===== src/rtl/fp_mult_pipe.sv =====
// fp_mult_pipe: three-stage pipelined floating-point multiplier.
// Generic format {sign, EXP_W exponent, MAN_W fraction}. Subnormals flush to zero.
// Rounding is either nearest-even or truncation. Special values follow IEEE style.
// Every stage carries its own valid bit, and back-pressure propagates from out_ready.
module fp_mult_pipe #(
  parameter int EXP_W = 6,
  parameter int MAN_W = 11,
  localparam int W = 1 + EXP_W + MAN_W
) (
  input  logic         clk,
  input  logic         rst_n,
  input  logic         in_valid,
  output logic         in_ready,
  input  logic [W-1:0] X,
  input  logic [W-1:0] Y,
  input  logic         rnd_mode,
  output logic         out_valid,
  input  logic         out_ready,
  output logic [W-1:0] R,
  output logic [3:0]   flags
);

  localparam int MW   = MAN_W + 1;
  localparam int PW   = 2 * MW;
  localparam int EW   = EXP_W + 2;
  localparam int BIAS = (1 << (EXP_W - 1)) - 1;
  localparam logic [W-1:0]    CANON_NAN = {1'b0, {EXP_W{1'b1}}, 1'b1, {(MAN_W-1){1'b0}}};
  localparam logic [EW-2:0]   EXP_MAX   = {1'b0, {EXP_W{1'b1}}};

  // Stage-enable chain
  logic w_load1, w_load2, w_load3;

  // Stage-1 combinational signals
  logic             w_s;
  logic [EXP_W-1:0] w_ex, w_ey;
  logic [MAN_W-1:0] w_fx, w_fy;
  logic             w_x_zero, w_y_zero, w_x_inf, w_y_inf, w_x_nan, w_y_nan;
  logic             w_spec;
  logic [W-1:0]     w_spec_r;
  logic [3:0]       w_spec_f;
  logic [PW-1:0]    w_prod;
  logic [EW-1:0]    w_exp;

  // Stage-1 registers
  logic             r1_valid, r1_sign, r1_rnd, r1_spec;
  logic [W-1:0]     r1_spec_r;
  logic [3:0]       r1_spec_f;
  logic [PW-1:0]    r1_prod;
  logic [EW-1:0]    r1_exp;

  // Stage-2 combinational signals
  logic             w_hi, w_guard, w_sticky, w_rup, w_ovf, w_unf;
  logic [MAN_W-1:0] w_frac_pre;
  logic [MAN_W:0]   w_frac_r;
  logic [EW-1:0]    w_exp_f;
  logic [W-1:0]     w_res;
  logic [3:0]       w_flags;

  // Stage-2 and stage-3 registers
  logic             r2_valid, r3_valid;
  logic [W-1:0]     r2_r, r3_r;
  logic [3:0]       r2_f, r3_f;

  // A stage loads when it is empty or its contents move on in the same cycle
  always_comb begin
    w_load3 = !r3_valid || out_ready;
    w_load2 = !r2_valid || w_load3;
    w_load1 = !r1_valid || w_load2;
  end

  assign in_ready  = w_load1;
  assign out_valid = r3_valid;
  assign R         = r3_r;
  assign flags     = r3_f;

  assign w_s  = X[W-1] ^ Y[W-1];
  assign w_ex = X[W-2:MAN_W];
  assign w_ey = Y[W-2:MAN_W];
  assign w_fx = X[MAN_W-1:0];
  assign w_fy = Y[MAN_W-1:0];
  assign w_x_zero = (w_ex == '0);
  assign w_y_zero = (w_ey == '0);
  assign w_x_inf  = (w_ex == '1) && (w_fx == '0);
  assign w_y_inf  = (w_ey == '1) && (w_fy == '0);
  assign w_x_nan  = (w_ex == '1) && (w_fx != '0);
  assign w_y_nan  = (w_ey == '1) && (w_fy != '0);
  assign w_prod   = PW'({1'b1, w_fx}) * PW'({1'b1, w_fy});
  assign w_exp    = EW'(w_ex) + EW'(w_ey) - EW'(BIAS);

  // Classify operands; special results override the normal path in priority order
  always_comb begin
    w_spec   = 1'b1;
    w_spec_r = '0;
    w_spec_f = '0;
    if (w_x_nan || w_y_nan || (w_x_inf && w_y_zero) || (w_x_zero && w_y_inf)) begin
      w_spec_r = CANON_NAN;
      w_spec_f = 4'b1000;
    end else if (w_x_inf || w_y_inf) begin
      w_spec_r = {w_s, {EXP_W{1'b1}}, {MAN_W{1'b0}}};
    end else if (w_x_zero || w_y_zero) begin
      w_spec_r = {w_s, {(W-1){1'b0}}};
    end else begin
      w_spec = 1'b0;
    end
  end

  // Stage 1: capture classification, exponent sum and raw mantissa product
  always_ff @(posedge clk or negedge rst_n) begin
    if (!rst_n) begin
      r1_valid  <= 1'b0;
      r1_sign   <= 1'b0;
      r1_rnd    <= 1'b0;
      r1_spec   <= 1'b0;
      r1_spec_r <= '0;
      r1_spec_f <= '0;
      r1_prod   <= '0;
      r1_exp    <= '0;
    end else if (w_load1) begin
      r1_valid <= in_valid;
      if (in_valid) begin
        r1_sign   <= w_s;
        r1_rnd    <= rnd_mode;
        r1_spec   <= w_spec;
        r1_spec_r <= w_spec_r;
        r1_spec_f <= w_spec_f;
        r1_prod   <= w_prod;
        r1_exp    <= w_exp;
      end
    end
  end

  // Normalisation selects the fraction window directly instead of shifting the whole product
  assign w_hi       = r1_prod[PW-1];
  assign w_frac_pre = w_hi ? r1_prod[PW-2 -: MAN_W] : r1_prod[PW-3 -: MAN_W];
  assign w_guard    = w_hi ? r1_prod[PW-MW-1] : r1_prod[PW-MW-2];
  assign w_sticky   = w_hi ? (|r1_prod[PW-MW-2:0]) : (|r1_prod[PW-MW-3:0]);
  assign w_rup      = !r1_rnd && w_guard && (w_sticky || w_frac_pre[0]);
  // A carry out of the fraction means the mantissa became 2.0: the low bits are already zero
  assign w_frac_r   = {1'b0, w_frac_pre} + (MAN_W+1)'(w_rup);
  assign w_exp_f    = r1_exp + EW'(w_hi) + EW'(w_frac_r[MAN_W]);
  assign w_unf      = w_exp_f[EW-1] || (w_exp_f == '0);
  assign w_ovf      = !w_exp_f[EW-1] && (w_exp_f[EW-2:0] >= EXP_MAX);

  // Stage-2 result: special value, overflow, underflow or rounded normal
  always_comb begin
    w_res   = {r1_sign, w_exp_f[EXP_W-1:0], w_frac_r[MAN_W-1:0]};
    w_flags = {3'b000, w_guard || w_sticky};
    if (r1_spec) begin
      w_res   = r1_spec_r;
      w_flags = r1_spec_f;
    end else if (w_ovf) begin
      w_flags = 4'b0101;
      if (r1_rnd) w_res = {r1_sign, {(EXP_W-1){1'b1}}, 1'b0, {MAN_W{1'b1}}};
      else        w_res = {r1_sign, {EXP_W{1'b1}}, {MAN_W{1'b0}}};
    end else if (w_unf) begin
      w_res   = {r1_sign, {(W-1){1'b0}}};
      w_flags = 4'b0011;
    end
  end

  // Stage 2: hold the finished result
  always_ff @(posedge clk or negedge rst_n) begin
    if (!rst_n) begin
      r2_valid <= 1'b0;
      r2_r     <= '0;
      r2_f     <= '0;
    end else if (w_load2) begin
      r2_valid <= r1_valid;
      if (r1_valid) begin
        r2_r <= w_res;
        r2_f <= w_flags;
      end
    end
  end

  // Stage 3: output register, frozen while the consumer stalls
  always_ff @(posedge clk or negedge rst_n) begin
    if (!rst_n) begin
      r3_valid <= 1'b0;
      r3_r     <= '0;
      r3_f     <= '0;
    end else if (w_load3) begin
      r3_valid <= r2_valid;
      if (r2_valid) begin
        r3_r <= r2_r;
        r3_f <= r2_f;
      end
    end
  end

endmodule


===== config.mk =====
export PLATFORM = sky130hd
export DESIGN_NAME = fp_mult_pipe
export DESIGN_NICKNAME = d
export VERILOG_FILES = /design/src/rtl/fp_mult_pipe.sv
export SDC_FILE = /design/constraint.sdc
export NUM_CORES = 1
export LEC_CHECK = 0
export ABC_AREA = 1
export ABC_CLOCK_PERIOD_IN_PS = 3900
export CAP_MARGIN = 20
export CORE_AREA = 2 2 128 130
export DETAILED_ROUTE_END_ITERATION = 8
export DIE_AREA = 0 0 130 132
export PLACE_DENSITY_LB_ADDON = 0.1
export RECOVER_POWER = 100
export SLEW_MARGIN = 20
export SYNTH_ARGS = -nofsm -noshare
export SYNTH_HDL_FRONTEND = slang
export SYNTH_SLANG_ARGS = --single-unit

===== constraint.sdc =====
create_clock -name clk -period 3.9 [get_ports clk]
set_input_delay 0.78 -clock clk [delete_from_list [all_inputs] [get_ports clk]]
set_output_delay 0.78 -clock clk [all_outputs]
set_load 0.1 [all_outputs]

# Word level (Yosys, flattened, before mapping)
# Cells that the tools add are included.
# Widths: inputs -> output; s select.
# classes
n_eq_ne,2
multipliers,1
reduce_logical,37
n_bitwise,1
order_cmp,1
div,0
addsub,5
shifts,0
muxes,17
# op_table
operator,n
$mux 18,4
$mux 17,2
$mul 12x12->24,1
$logic_not 11->1,2
$reduce_bool 11->1,2
$add 8x1->8,2
$add 11x1->12,1
$eq 6x6->1 const B,2
$logic_not 6->1,2
$mux 12,1
$logic_or 1x1->1,11
$mux 11,1
$reduce_or 11->1,1
$reduce_or 10->1,1
$logic_and 1x1->1,9
$logic_not 8->1,1
$mux 4,2
$sub 7x5->8 const B,1
$add 6x6->7,1
$ge 7x6->1 const B,1
$reduce_and 2->1,3
$logic_not 1->1,5
$mux 1,5
$mux 3,1
2 further kinds,2
# totals
inputBits,41
n_memories,0
ramBits,0
elab_cells,78
reg_bits,104
latch_bits,0
mem_bits_ro,0

# Longest topological paths before layout
# Gate-level depths: netlist (run 1).
# logic_depth
depth_word,11
ltp_mapped,24
ltp_nobuf,23

# Worst setup path after synthesis (run 1)
# Ideal clock, no wire load.
# synth_path
path_kind,in2reg
startpoint,in X[2]
endpoint,reg r1_prod[20]
slack_ns,-1.280
path_stages,19
arrival_ns,5.063
setup_time_ns,0.118
t_required_ns,3.782
path_cell_list,clkbuf_1 inv_1 fa_1 inv_1 fa_1 fa_1 fa_1 inv_1 fa_1 inv_1 ha_1 a21oi_1 inv_1 a21oi_1 nor2_1 nor3_1 nand3_1 nand3_1 nand2_1
# synth_via
elab_chain_len,1
# synth_lines
element,line_no,source
from (decl),14,"input logic [W-1:0] X,"
$mul 12x12->24,87,"assign w_prod = PW'({1'b1, w_fx}) * PW'({1'b1, w_fy});"
to (signal assigned),126,r1_prod <= w_prod;
to (decl),48,logic [PW-1:0] r1_prod;
# Every way passes these cells.
# A chain may end at the register's enable or synchronous reset.

# Worst setup path after layout (run 1)
# layout_path
startpoint,in X[8]
endpoint,reg r1_prod[20]
# Same word-level chain as after synthesis.

==> results of run 1 <==
==> tightest hold or removal path, delay by kind of cell, from the launching register on <==
| kind | cells | cell delay [ps] |
|---|---|---|
| flip-flops | 1 | 340 |
| buffers and inverters | 1 | 50 |
| AND/OR/NAND/NOR | 1 | 50 |
==> stage by stage <==
| step | worst slack, ps | cells | hold WS, ps | TNS [ps] | util |
|---|---|---|---|---|---|
| 3_3_place_gp | -1560 | 1565 | 451 | -25680 | 0.711 |
| 4_1_cts | -741 | 1610 | 485 | -9980 | 0.771 |
| 6_report | -852 | 1617 | 482 | -10600 | 0.801 |
| 5_1_grt | -944 | 1617 | 503 | -12680 | 0.801 |
| 3_5_place_dp | -1640 | 1565 | 464 | -26910 | 0.711 |
| 2_1_floorplan | -790 | 1214 | 442 | -10220 | - |
==> cells in the mapped netlist (all sizes together) <==
master	count
clkbuf	33
o21a	3
inv	273
nand2	356
nor4	3
a21oi	28
o211ai	3
nand3	48
xor2	8
or2	2
nor2	50
fa	102
dfrtp	85
and2	1
nor3b	1
o21ai	75
nor3	10
xnor2	5
a31oi	2
ha	75
o2111ai	3
mux2	12
buf	6
and3	1
nand3b	4
o21bai	3
o22ai	3
a21o	1
nand4	18
==> cells by family after synthesis <==
| family | count (synthesis) |
|---|---|
| and+or+nand+nor | 494 |
| buffers and inverters | 312 |
| adders and majority gates | 177 |
| AOI/OAI and AO/OA | 121 |
| DFF | 85 |
| xor gates and xnor gates | 13 |
| muxes | 12 |
==> repair_timing <==
| action | 4_1_cts | 5_1_grt |
|---|---|---|
| pin swaps | 99 | 79 |
| setup endpoints to repair | 19 | 38 |
| buffers inserted | 22 | 8 |
| gates cloned | 7 | 0 |
| resized for setup | 237 | 125 |
==> final timing paths <==
| kind | start | endpoint | slack (ps) | cells after the start |
|---|---|---|---|---|
| worst max-delay path | X[8] | r1_prod[20] | -850 | 22 |
| worst min-delay path | r2_valid | out_valid | 480 | 2 |
| worst max register to register | r1_prod[3] | r2_r[0] | 340 | 22 |
| worst min register to register | r2_valid | out_valid | 480 | 2 |
| max in group asynchronous | rst_n | r1_prod[11] | 1690 | 1 |
| min in group asynchronous | rst_n | r1_exp[3] | 1010 | 1 |
==> final cells by class <==
| type | instances | area, um2 | area share |
|---|---|---|---|
| inverter | 273 | 1030 | 0.0823 |
| clock buffer | 9 | 225 | 0.0179 |
| tap | 216 | 270 | 0.0215 |
| timing repair buffer | 210 | 1910 | 0.151 |
| multi-input combinational | 817 | 6960 | 0.553 |
| sequential | 85 | 2130 | 0.169 |
| clock inverter | 7 | 57.6 | 0.00458 |
==> placed cells by master, fill, tap and decap left out, types with 40 or more instances in the layout <==
| cell | Yosys | final |
|---|---|---|
| sky130_fd_sc_hd__inv_2 | 1 | 46 |
| sky130_fd_sc_hd__inv_1 | 272 | 224 |
| sky130_fd_sc_hd__o21ai_0 | 63 | 47 |
| sky130_fd_sc_hd__buf_4 | 2 | 102 |
| sky130_fd_sc_hd__ha_1 | 75 | 51 |
| sky130_fd_sc_hd__dfrtp_1 | 85 | 85 |
| sky130_fd_sc_hd__buf_6 | 2 | 44 |
| sky130_fd_sc_hd__nand2_1 | 352 | 292 |
| sky130_fd_sc_hd__fa_1 | 102 | 88 |
| sky130_fd_sc_hd__nand3_1 | 47 | 40 |
==> flip-flops by register name, summed over array words and instances, names as in the netlist <==
name       cells
r1_prod       24
out_valid      1
r1_spec        1
r1_spec_r      3
R             18
r2_valid       1
r1_valid       1
flags          4
r1_sign        1
r1_exp         8
r2_r          18
r2_f           4
r1_rnd         1
==> per-layer routing <==
layer	GRT usage	vias to the layer above	part of all wire
met1	0.330	4051	0.39
met5	0	-	0
met4	0.136	0	0.038
li1	-	4061	-
met2	0.524	267	0.54
met3	0.0373	82	0.038
==> impl_summary.txt, run 1 <==
----------------------------------------------------
[Route]
  DRC violation count after routing ... 0
  WL final ... approximately 25,000 um
  Violation count after the first detailed-route iteration ... between 500 and 600
  Mean routed wirelength per cell ... between 15 and 20 um
  Number of nets with antenna violations after routing ... 0
  Average vias per placed instance ... 5.23
  First-pass iteration count of the detailed router ... 5
  Via count ... 8,461

[Outcome]
  Result of the run ... finished, violations left
  Violated checks ... capacitance limit, slew limit, setup timing

[Timing]
  Number of pins exceeding their max-slew limit in the final report ... 86
  Maximum clock rate ... between 200 and 250 MHz
  Period Utilization, post-route ... 1.22
  RSZ-0062 raised after global routing ... yes
  Tightest slew margin relative to the limit ... -0.364
  Slew @ Worst Pin ... 2050 ps
  Post-Route Skew ... 9.24 ps
  Final number of hold-violating endpoints ... 0
  Worst-case setup margin in the final layout ... -852 ps
  Final-report setup violation count ... 18
  Shortest period the worst path allows ... 4750 ps

[Clock tree]
  Master cell of the clock root buffer ... sky130_fd_sc_hd__clkbuf_16
  Clock tree from TritonCTS ... built
  Clock sinks ... 85
  H-tree depth ... 3
  Skew-Pair Late Insertion Delay ... approximately 350 ps
  Maximum buffer depth of the clock tree ... 2
  Clock-pin slew on the worst setup and hold paths ... around 70 ps
  Hold Buf Count CTS ... 0
  Number of clock buffers inserted by TritonCTS ... 9

[Global route]
  Largest net degree at the start of global routing ... 86
  Initial antenna violation count ... 0
  Wire length of the first global-routing pass ... around 39,000 um
  GR Util All Layers ... 0.288
  Global-route congestion overflow total ... 0
  Number of global-route vias before repair ... around 8.7k

[Synthesis]
  Synthesized-area fraction occupied by adder cells ... 0.322
  Area fraction in and, or, nand and nor cells after synthesis ... 0.220
  Share of the synthesized netlist area taken by xor and xnor gates ... 0.0123
  Warning count from the yosys run ... 0
  Sequential cell area fraction in the yosys report ... 0.230
  Netlist area before placement ... between 9000 and 10,000 um2
  Fraction of the mapped netlist area in compound gates ... 0.0713
  Synthesized instance count ... roughly 1.2k
  Post-Syn Nets ... roughly 1.4k
  Combinational family with the most area after synthesis ... adder cells
  Yosys top cell by area ... sky130_fd_sc_hd__dfrtp_1
  Fraction of post-synthesis cell area in the top cell type by area ... 0.230
  Post-synthesis register bit count ... between 80 and 90
  Most area-consuming cells after synthesis ... sky130_fd_sc_hd__dfrtp_1 (23%), sky130_fd_sc_hd__fa_1 (22%), sky130_fd_sc_hd__nand2_1 (14%), sky130_fd_sc_hd__inv_1 (11%), sky130_fd_sc_hd__ha_1 (10%)
  Count of different cell masters after synthesis ... 38
  Multiplexer area fraction after synthesis ... 0.0146
  Average instance area after synthesis ... between 7 and 8 um2

[Worst setup path]
  Max stage delay on crit path ... 540 ps
  Crit path max fanout ... 7
  Required arrival time at the worst endpoint ... roughly 4200 ps
  List of cells traversed by the critical path ... buf_2 -> buf_6 -> buf_6 -> nand2_4 -> fa_1 -> inv_1 -> fa_1 -> fa_2 -> fa_1 -> inv_1 -> fa_1 -> inv_2 -> ha_4 -> a21oi_4 -> inv_2 -> a21oi_4 -> nor2_2 -> nor3_2 -> nand2_1 -> nand2_1 -> nand3_1 -> nand2_1
  Category of the critical setup timing path ... in2reg
  Worst setup EP type ... flip-flop
  Buffers plus inverters on the worst setup path ... 7
  Standard cell with the maximum stage delay on the critical path ... sky130_fd_sc_hd__fa_1
  Worst endpoint data arrival time ... slightly above 5000 ps
  Worst path most repeated cell ... sky130_fd_sc_hd__fa_1
  Cell class contributing the biggest share of worst-path delay ... adder cells
  Kind of launch point of the worst setup path ... input pin

[Floorplanning]
  Die extent in x ... approximately 130 um
  Num rows ... 46
  Starting Density ... 0.588
  Area inside the core boundary ... 15,700 um2
  DIE AREA ... 17,200 um2
  Boundary pin count ... 65
  Die boundary height ... about 130 um

[Placement]
  Count of input and output buffers ... 64
  Final estimated routing congestion in global placement ... slightly below 0.9
  Area after detailed placement ... about 11,000 um2
  Hpwl dp ... approximately 17,000 um

[Layout]
  Antenna diodes ... 0
  Area growth, synth to finish ... 36.1%
  Number of filler instances in the final layout ... around 1.0k
  Number of nets in the final layout ... ~1.6k
  Layout cells sized above 1 ... 0.293
  Final Cell Area ... about 13,000 um2

[Flow run]
  Max-cap violations ... 1

[Hold path]
  Worst min path class ... reg2reg

----------------------------------------------------
Power of run 1 is not shown: default switching activity piles up to over one toggle a cycle in this logic, so the estimate is an artifact.
==> run 2, diff against run 1 <==
- CORE_AREA: 2 2 128 130 -> 2 2 166 168
- DIE_AREA: 0 0 130 132 -> 0 0 168 170
- PLACE_DENSITY: default -> 0.64
- PLACE_DENSITY_LB_ADDON: 0.1 -> default
- SLEW_MARGIN: 20 -> default
==> impl_summary.txt, run 2 (synthesis gave the netlist of run 1 again) <==
----------------------------------------------------
[Power]
  Combinational share of power ... 0.813
  Worst IR Drop VDD ... between 0.7 and 0.8 mV
  Int Pwr ... ~6.2 mW
  Switching Power ... between 6 and 7 mW
  Part of the power in the clock network ... 0.072
  Leakage ... slightly below 7 nW
  Cell area power density ... ~960 nW/um2
  Fraction of power spent switching nets ... 0.505
  Share of power burned in registers ... 0.115

[Placement]
  Count of input and output buffers ... 64
  Hpwl dp ... between 15,000 and 20,000 um
  Final estimated routing congestion in global placement ... 0.858
  Placed Instances ... about 1.7k
  Minimum setup slack after placement ... -1630 ps

[Hold path]
  Worst min path class ... reg2reg

[Layout]
  Area growth, synth to finish ... 41.1%
  Non-filler instance count after layout ... approximately 1.8k
  Number of flip-flops under the largest register name ... 24
  Layout cells sized above 1 ... 0.317
  Antenna diodes ... 0
  Most common cell after layout, fill and taps aside ... sky130_fd_sc_hd__nand2_1
  Most frequent cells in the layout ... sky130_fd_sc_hd__nand2_1 (282), sky130_fd_sc_hd__inv_1 (216), sky130_fd_sc_hd__buf_4 (129)
  Number of nets in the final layout ... 1,643
  Reg with most FFs ... r1_prod
  Final core utilization ... 0.489

[Clock tree]
  Number of clock buffers inserted by TritonCTS ... 9
  H-tree depth ... 3
  Master cell of the clock root buffer ... sky130_fd_sc_hd__clkbuf_16
  Hold Buf Count CTS ... 0
  Clock sinks ... 85
  Clock tree from TritonCTS ... built
  Skew-Pair Late Insertion Delay ... about 350 ps
  Maximum buffer depth of the clock tree ... 2
  Clock-pin slew on the worst setup and hold paths ... about 70 ps

[Timing]
  Final number of hold-violating endpoints ... 0
  Shortest period the worst path allows ... 4610 ps
  RSZ-0062 raised after global routing ... yes
  Slew @ Worst Pin ... between 1500 and 2000 ps
  Tightest slew margin relative to the limit ... -0.0782
  Worst-case setup margin in the final layout ... -713 ps
  Number of pins exceeding their max-slew limit in the final report ... just under 70
  Maximum clock rate ... around 220 MHz
  Final-report setup violation count ... 18
  Period Utilization, post-route ... 1.18
  Post-Route Skew ... 8.77 ps

[Route]
  Number of nets with antenna violations after routing ... 0
  Wire length on met3 ... about 840 um
  Routed length on met2 ... between 10,000 and 15,000 um
  Violation count after the first detailed-route iteration ... between 400 and 500
  Highest metal layer with signal wires ... met4
  DRC violation count after routing ... 0
  Mean routed wirelength per cell ... about 14 um
  Via count ... approximately 8.3k
  First-pass iteration count of the detailed router ... 5
  Routed metal-1 wirelength ... between 10,000 and 15,000 um
  WL final ... roughly 25,000 um
  Average vias per placed instance ... 4.71

[Worst setup path]
  Worst path most repeated cell ... sky130_fd_sc_hd__fa_2
  Buffers plus inverters on the worst setup path ... 6
  Standard cell with the maximum stage delay on the critical path ... sky130_fd_sc_hd__fa_2
  Cell class contributing the biggest share of worst-path delay ... adder cells
  List of cells traversed by the critical path ... buf_4 -> buf_6 -> buf_4 -> nand2_2 -> inv_2 -> fa_2 -> fa_2 -> fa_2 -> fa_1 -> inv_1 -> fa_1 -> inv_2 -> ha_4 -> nand2_4 -> nor2_4 -> nor2_4 -> nor2_1 -> nor2_2 -> nand2_1 -> nand2_1 -> nand3_1 -> o21ai_1
  Required arrival time at the worst endpoint ... 4120 ps
  Category of the critical setup timing path ... in2reg
  Worst setup EP type ... flip-flop
  Max stage delay on crit path ... 520 ps
  Worst reg2reg setup slack ... between 300 and 400 ps
  Worst endpoint data arrival time ... 4840 ps
  Crit path max fanout ... 4
  Kind of launch point of the worst setup path ... input pin

[Flow run]
  Max-cap violations ... 1

[Global route]
  Number of global-route vias before repair ... between 8k and 9k
  Wire length of the first global-routing pass ... between 40,000 and 50,000 um
  GR Util All Layers ... 0.173
  Initial antenna violation count ... 0
  Global-route congestion overflow total ... 0
  Largest net degree at the start of global routing ... 86

[Floorplanning]
  Num rows ... 60
  Die extent in x ... between 150 and 200 um
  DIE AREA ... between 20,000 and 30,000 um2
  Die boundary height ... 170 um
  Area inside the core boundary ... between 20,000 and 30,000 um2
  Starting Density ... 0.347
  Boundary pin count ... 65

[Outcome]
  Result of the run ... finished, violations left
  Violated checks ... capacitance limit, slew limit, setup timing

----------------------------------------------------
run 2: cell types whose count changed in the layout (fill, tap and decap cells not counted), moves of 4 or more:
cell                              delta
sky130_fd_sc_hd__inv_2              +10
sky130_fd_sc_hd__dlygate4sd3_1      -13
sky130_fd_sc_hd__nand2_1            -10
sky130_fd_sc_hd__buf_12              +7
sky130_fd_sc_hd__nor2_1              +4
sky130_fd_sc_hd__inv_1               -8
sky130_fd_sc_hd__buf_4              +27
sky130_fd_sc_hd__clkdlybuf4s50_1    +13
sky130_fd_sc_hd__nand2_2            +12
sky130_fd_sc_hd__buf_2               -4
sky130_fd_sc_hd__buf_8               -4
run 2: final cells by class:
type                    instances  area (um2)
clock inverters                 7        86.3
fillers                      2445       13600
multi-input cells             817        6910
clock buffers                   9         225
repair buffers                239        2230
flip-flops and latches         85        2130
inverters                     273        1030
well taps                     341         427
run 2: through the flow:
step / setup TNS, ps / power (mW) / cell area [um2] / hold slack [ps]
6_report: -10160 / 12.5 / 13000 / 481
4_1_cts: -9990 / 11.7 / 12600 / 486
2_1_floorplan: -10220 / 7.09 / 9800 / 442
3_3_place_gp: -26980 / 9.36 / 11300 / 451
3_5_place_dp: -27940 / 9.44 / 11300 / 469
5_1_grt: -12850 / 13.5 / 13000 / 503
run 2: metal layers:
| layer | global-route usage | vias up |
|---|---|---|
| met5 | 0 | - |
| met4 | 0.0537 | 0 |
| met3 | 0.0230 | 44 |
| met2 | 0.315 | 190 |
| met1 | 0.213 | 3980 |
| li1 | - | 4121 |
run 2: worst reg2reg max path, delay by kind of cell (launching register included):
| kind | cells | cell delay [ps] |
|---|---|---|
| adder cells (fa/ha/maj) | 3 | 980 |
| AO/OA/AOI/OAI | 3 | 360 |
| buffers and inverters | 2 | 190 |
| flip-flops | 1 | 390 |
| AND/OR/NAND/NOR | 12 | 1550 |
run 2: path summary, 6_finish.rpt:
kind	startpoint	endpoint	cells past startpoint
max	Y[8]	r1_prod[18]	22
min	r2_r[3]	r2_r[3]	2
max reg2reg	r1_prod[3]	r2_r[6]	20
min reg2reg	r2_r[3]	r2_r[3]	2
max in group asynchronous	rst_n	R[5]	2
min in group asynchronous	rst_n	r1_exp[3]	1
run 2: what timing repair did:
action | in CTS | in global routing
resized for setup | 256 | 113
setup endpoints to repair | 19 | 32
pin swaps | 103 | 95
buffers inserted | 49 | 18
gates cloned | 3 | 0
run 2: power groups by stage:
stage / sequential (mW) / clock (mW) / combinational, mW
after CTS: 1.43 / 0.919 / 9.31
final: 1.43 / 0.902 / 10.1
after floorplan: 2.20 / 0 / 4.89
after global routing: 1.48 / 0.960 / 11.1
after detailed placement: 1.45 / 0 / 7.99
after global placement: 1.44 / 0 / 7.92
Note: power is estimated with default switching activity, not from simulation.
==> run 3, diff against run 2 <==
- MAX_ROUTING_LAYER: default -> met4
==> impl_summary.txt, run 3 (synthesis gave the netlist of run 1 again) <==
----------------------------------------------------
[Outcome]
  Result of the run ... finished, violations left
  Violated checks ... capacitance limit, slew limit, setup timing

[Layout]
  Total area of sequential cells ... around 2100 um2
  Layout cells sized above 1 ... 0.275
  Area growth, synth to finish ... 36.2%
  Most common cell after layout, fill and taps aside ... sky130_fd_sc_hd__nand2_1
  Most frequent cells in the layout ... sky130_fd_sc_hd__nand2_1 (302), sky130_fd_sc_hd__inv_1 (228), sky130_fd_sc_hd__buf_4 (102)
  Final core utilization ... 0.472
  Area of the multi-input gates ... between 6000 and 7000 um2
  Number of flip-flops under the largest register name ... 24
  Antenna diodes ... 0
  Number of filler instances in the final layout ... about 2.5k
  Number of nets in the final layout ... 1,615
  Reg with most FFs ... r1_prod
  Final Cell Area ... 12,600 um2

[Placement]
  Final estimated routing congestion in global placement ... a little under 0.9
  Count of input and output buffers ... between 60 and 70
  Hpwl dp ... around 18,000 um
  Area after detailed placement ... between 10,000 and 15,000 um2
  Minimum setup slack after placement ... -1660 ps

[Floorplanning]
  Boundary pin count ... 65
  DIE AREA ... around 29,000 um2
  Die boundary height ... roughly 170 um
  Area inside the core boundary ... 26,700 um2
  Die extent in x ... approximately 170 um
  Num rows ... 60
  Starting Density ... 0.347

[Clock tree]
  Maximum buffer depth of the clock tree ... 2
  Skew-Pair Late Insertion Delay ... 330 ps
  H-tree depth ... 3
  Clock sinks ... 85
  Clock tree from TritonCTS ... built
  Clock-pin slew on the worst setup and hold paths ... 60 ps
  Number of clock buffers inserted by TritonCTS ... 9
  Master cell of the clock root buffer ... sky130_fd_sc_hd__clkbuf_16

[Global route]
  GR Util All Layers ... 0.174
  Global-route congestion overflow total ... 0
  Largest net degree at the start of global routing ... 86
  Wire length of the first global-routing pass ... 39,300 um
  Initial antenna violation count ... 0
  Number of global-route vias before repair ... between 8k and 9k

[Timing]
  Maximum clock rate ... between 200 and 250 MHz
  Number of pins exceeding their max-slew limit in the final report ... 65
  Slew @ Worst Pin ... between 1500 and 2000 ps
  Tightest slew margin relative to the limit ... -0.0124
  Shortest period the worst path allows ... 4660 ps
  Final-report setup violation count ... 18
  Final number of hold-violating endpoints ... 0
  Post-Route Skew ... between 3 and 4 ps
  Worst-case setup margin in the final layout ... -763 ps
  Period Utilization, post-route ... 1.20
  RSZ-0062 raised after global routing ... yes
  Worst hold slack ... 475 ps

[Flow run]
  Max-cap violations ... 1

[Worst setup path]
  Max stage delay on crit path ... ~550 ps
  Worst path most repeated cell ... sky130_fd_sc_hd__fa_1
  Worst endpoint data arrival time ... around 4900 ps
  Worst setup EP type ... flip-flop
  List of cells traversed by the critical path ... buf_8 -> buf_12 -> nand2_4 -> inv_2 -> fa_1 -> inv_1 -> fa_1 -> inv_2 -> fa_2 -> fa_1 -> inv_1 -> fa_1 -> inv_2 -> ha_4 -> a21oi_4 -> buf_6 -> buf_6 -> o21ai_2 -> nand2_1 -> nand3_4 -> xnor2_2 -> o21ai_1
  Standard cell with the maximum stage delay on the critical path ... sky130_fd_sc_hd__fa_1
  Crit path max fanout ... 5
  Required arrival time at the worst endpoint ... slightly above 4000 ps
  Kind of launch point of the worst setup path ... input pin
  Category of the critical setup timing path ... in2reg

[Route]
  Violation count after the first detailed-route iteration ... between 400 and 500
  WL final ... about 24,000 um
  Mean routed wirelength per cell ... 13.5 um
  DRC violation count after routing ... 0
  Via count ... a little over 8k
  Number of nets with antenna violations after routing ... 0
  Average vias per placed instance ... 4.71
  First-pass iteration count of the detailed router ... 5

[Hold path]
  Worst min path class ... reg2reg

----------------------------------------------------
## run 3: stage by stage
step | instances | TNS (ps)
after floorplan | 1214 | -10220
after global placement | 1690 | -26570
after detailed placement | 1690 | -27520
after CTS | 1735 | -10100
after global routing | 1742 | -14170
final | 1742 | -10240
## run 3: path summary, 6_finish.rpt
check,endpoint,from,slack (ps),cells past startpoint
setup reg to reg,r2_r[8],r1_prod[3],260,19
max in group asynchronous,R[6],rst_n,1170,2
hold reg to reg,R[6],R[6],480,2
min in group asynchronous,R[14],rst_n,650,1
hold / removal,R[6],R[6],480,2
setup / recovery,r1_prod[16],Y[6],-760,22
## run 3: routing by layer
| layer | vias to the layer above | routed length (um) | GRT usage |
|---|---|---|---|
| met4 | 0 | 723 | 0.0669 |
| met3 | 47 | 772 | 0.0170 |
| met2 | 174 | 11700 | 0.301 |
| li1 | 4064 | - | - |
| met5 | - | 0 | - |
| met1 | 3926 | 10300 | 0.210 |
## run 3: worst max-delay path, delay by kind of cell
| family | cells | cell delay [ps] |
|---|---|---|
| compound gates | 3 | 290 |
| xor+xnor | 1 | 150 |
| fa+ha+maj | 6 | 2690 |
| simple gates | 3 | 230 |
| buf+inv | 9 | 710 |
## run 3: what timing repair did
item,4_1_cts,5_1_grt
pin swaps,81,77
cloned,7,0
setup buffers,23,5
hold buffers,0,0
gates resized for setup,219,97
setup endpoints to repair,19,36
## run 3: final cells by class
class | instances | share of cell area
multi-input combinational | 817 | 0.538
tap | 341 | 0.0339
clock inverter | 4 | 0.00199
clock buffer | 11 | 0.0193
timing repair buffer | 211 | 0.156
sequential | 85 | 0.169
inverter | 273 | 0.0816
Power of run 3 is left out for the same reason.
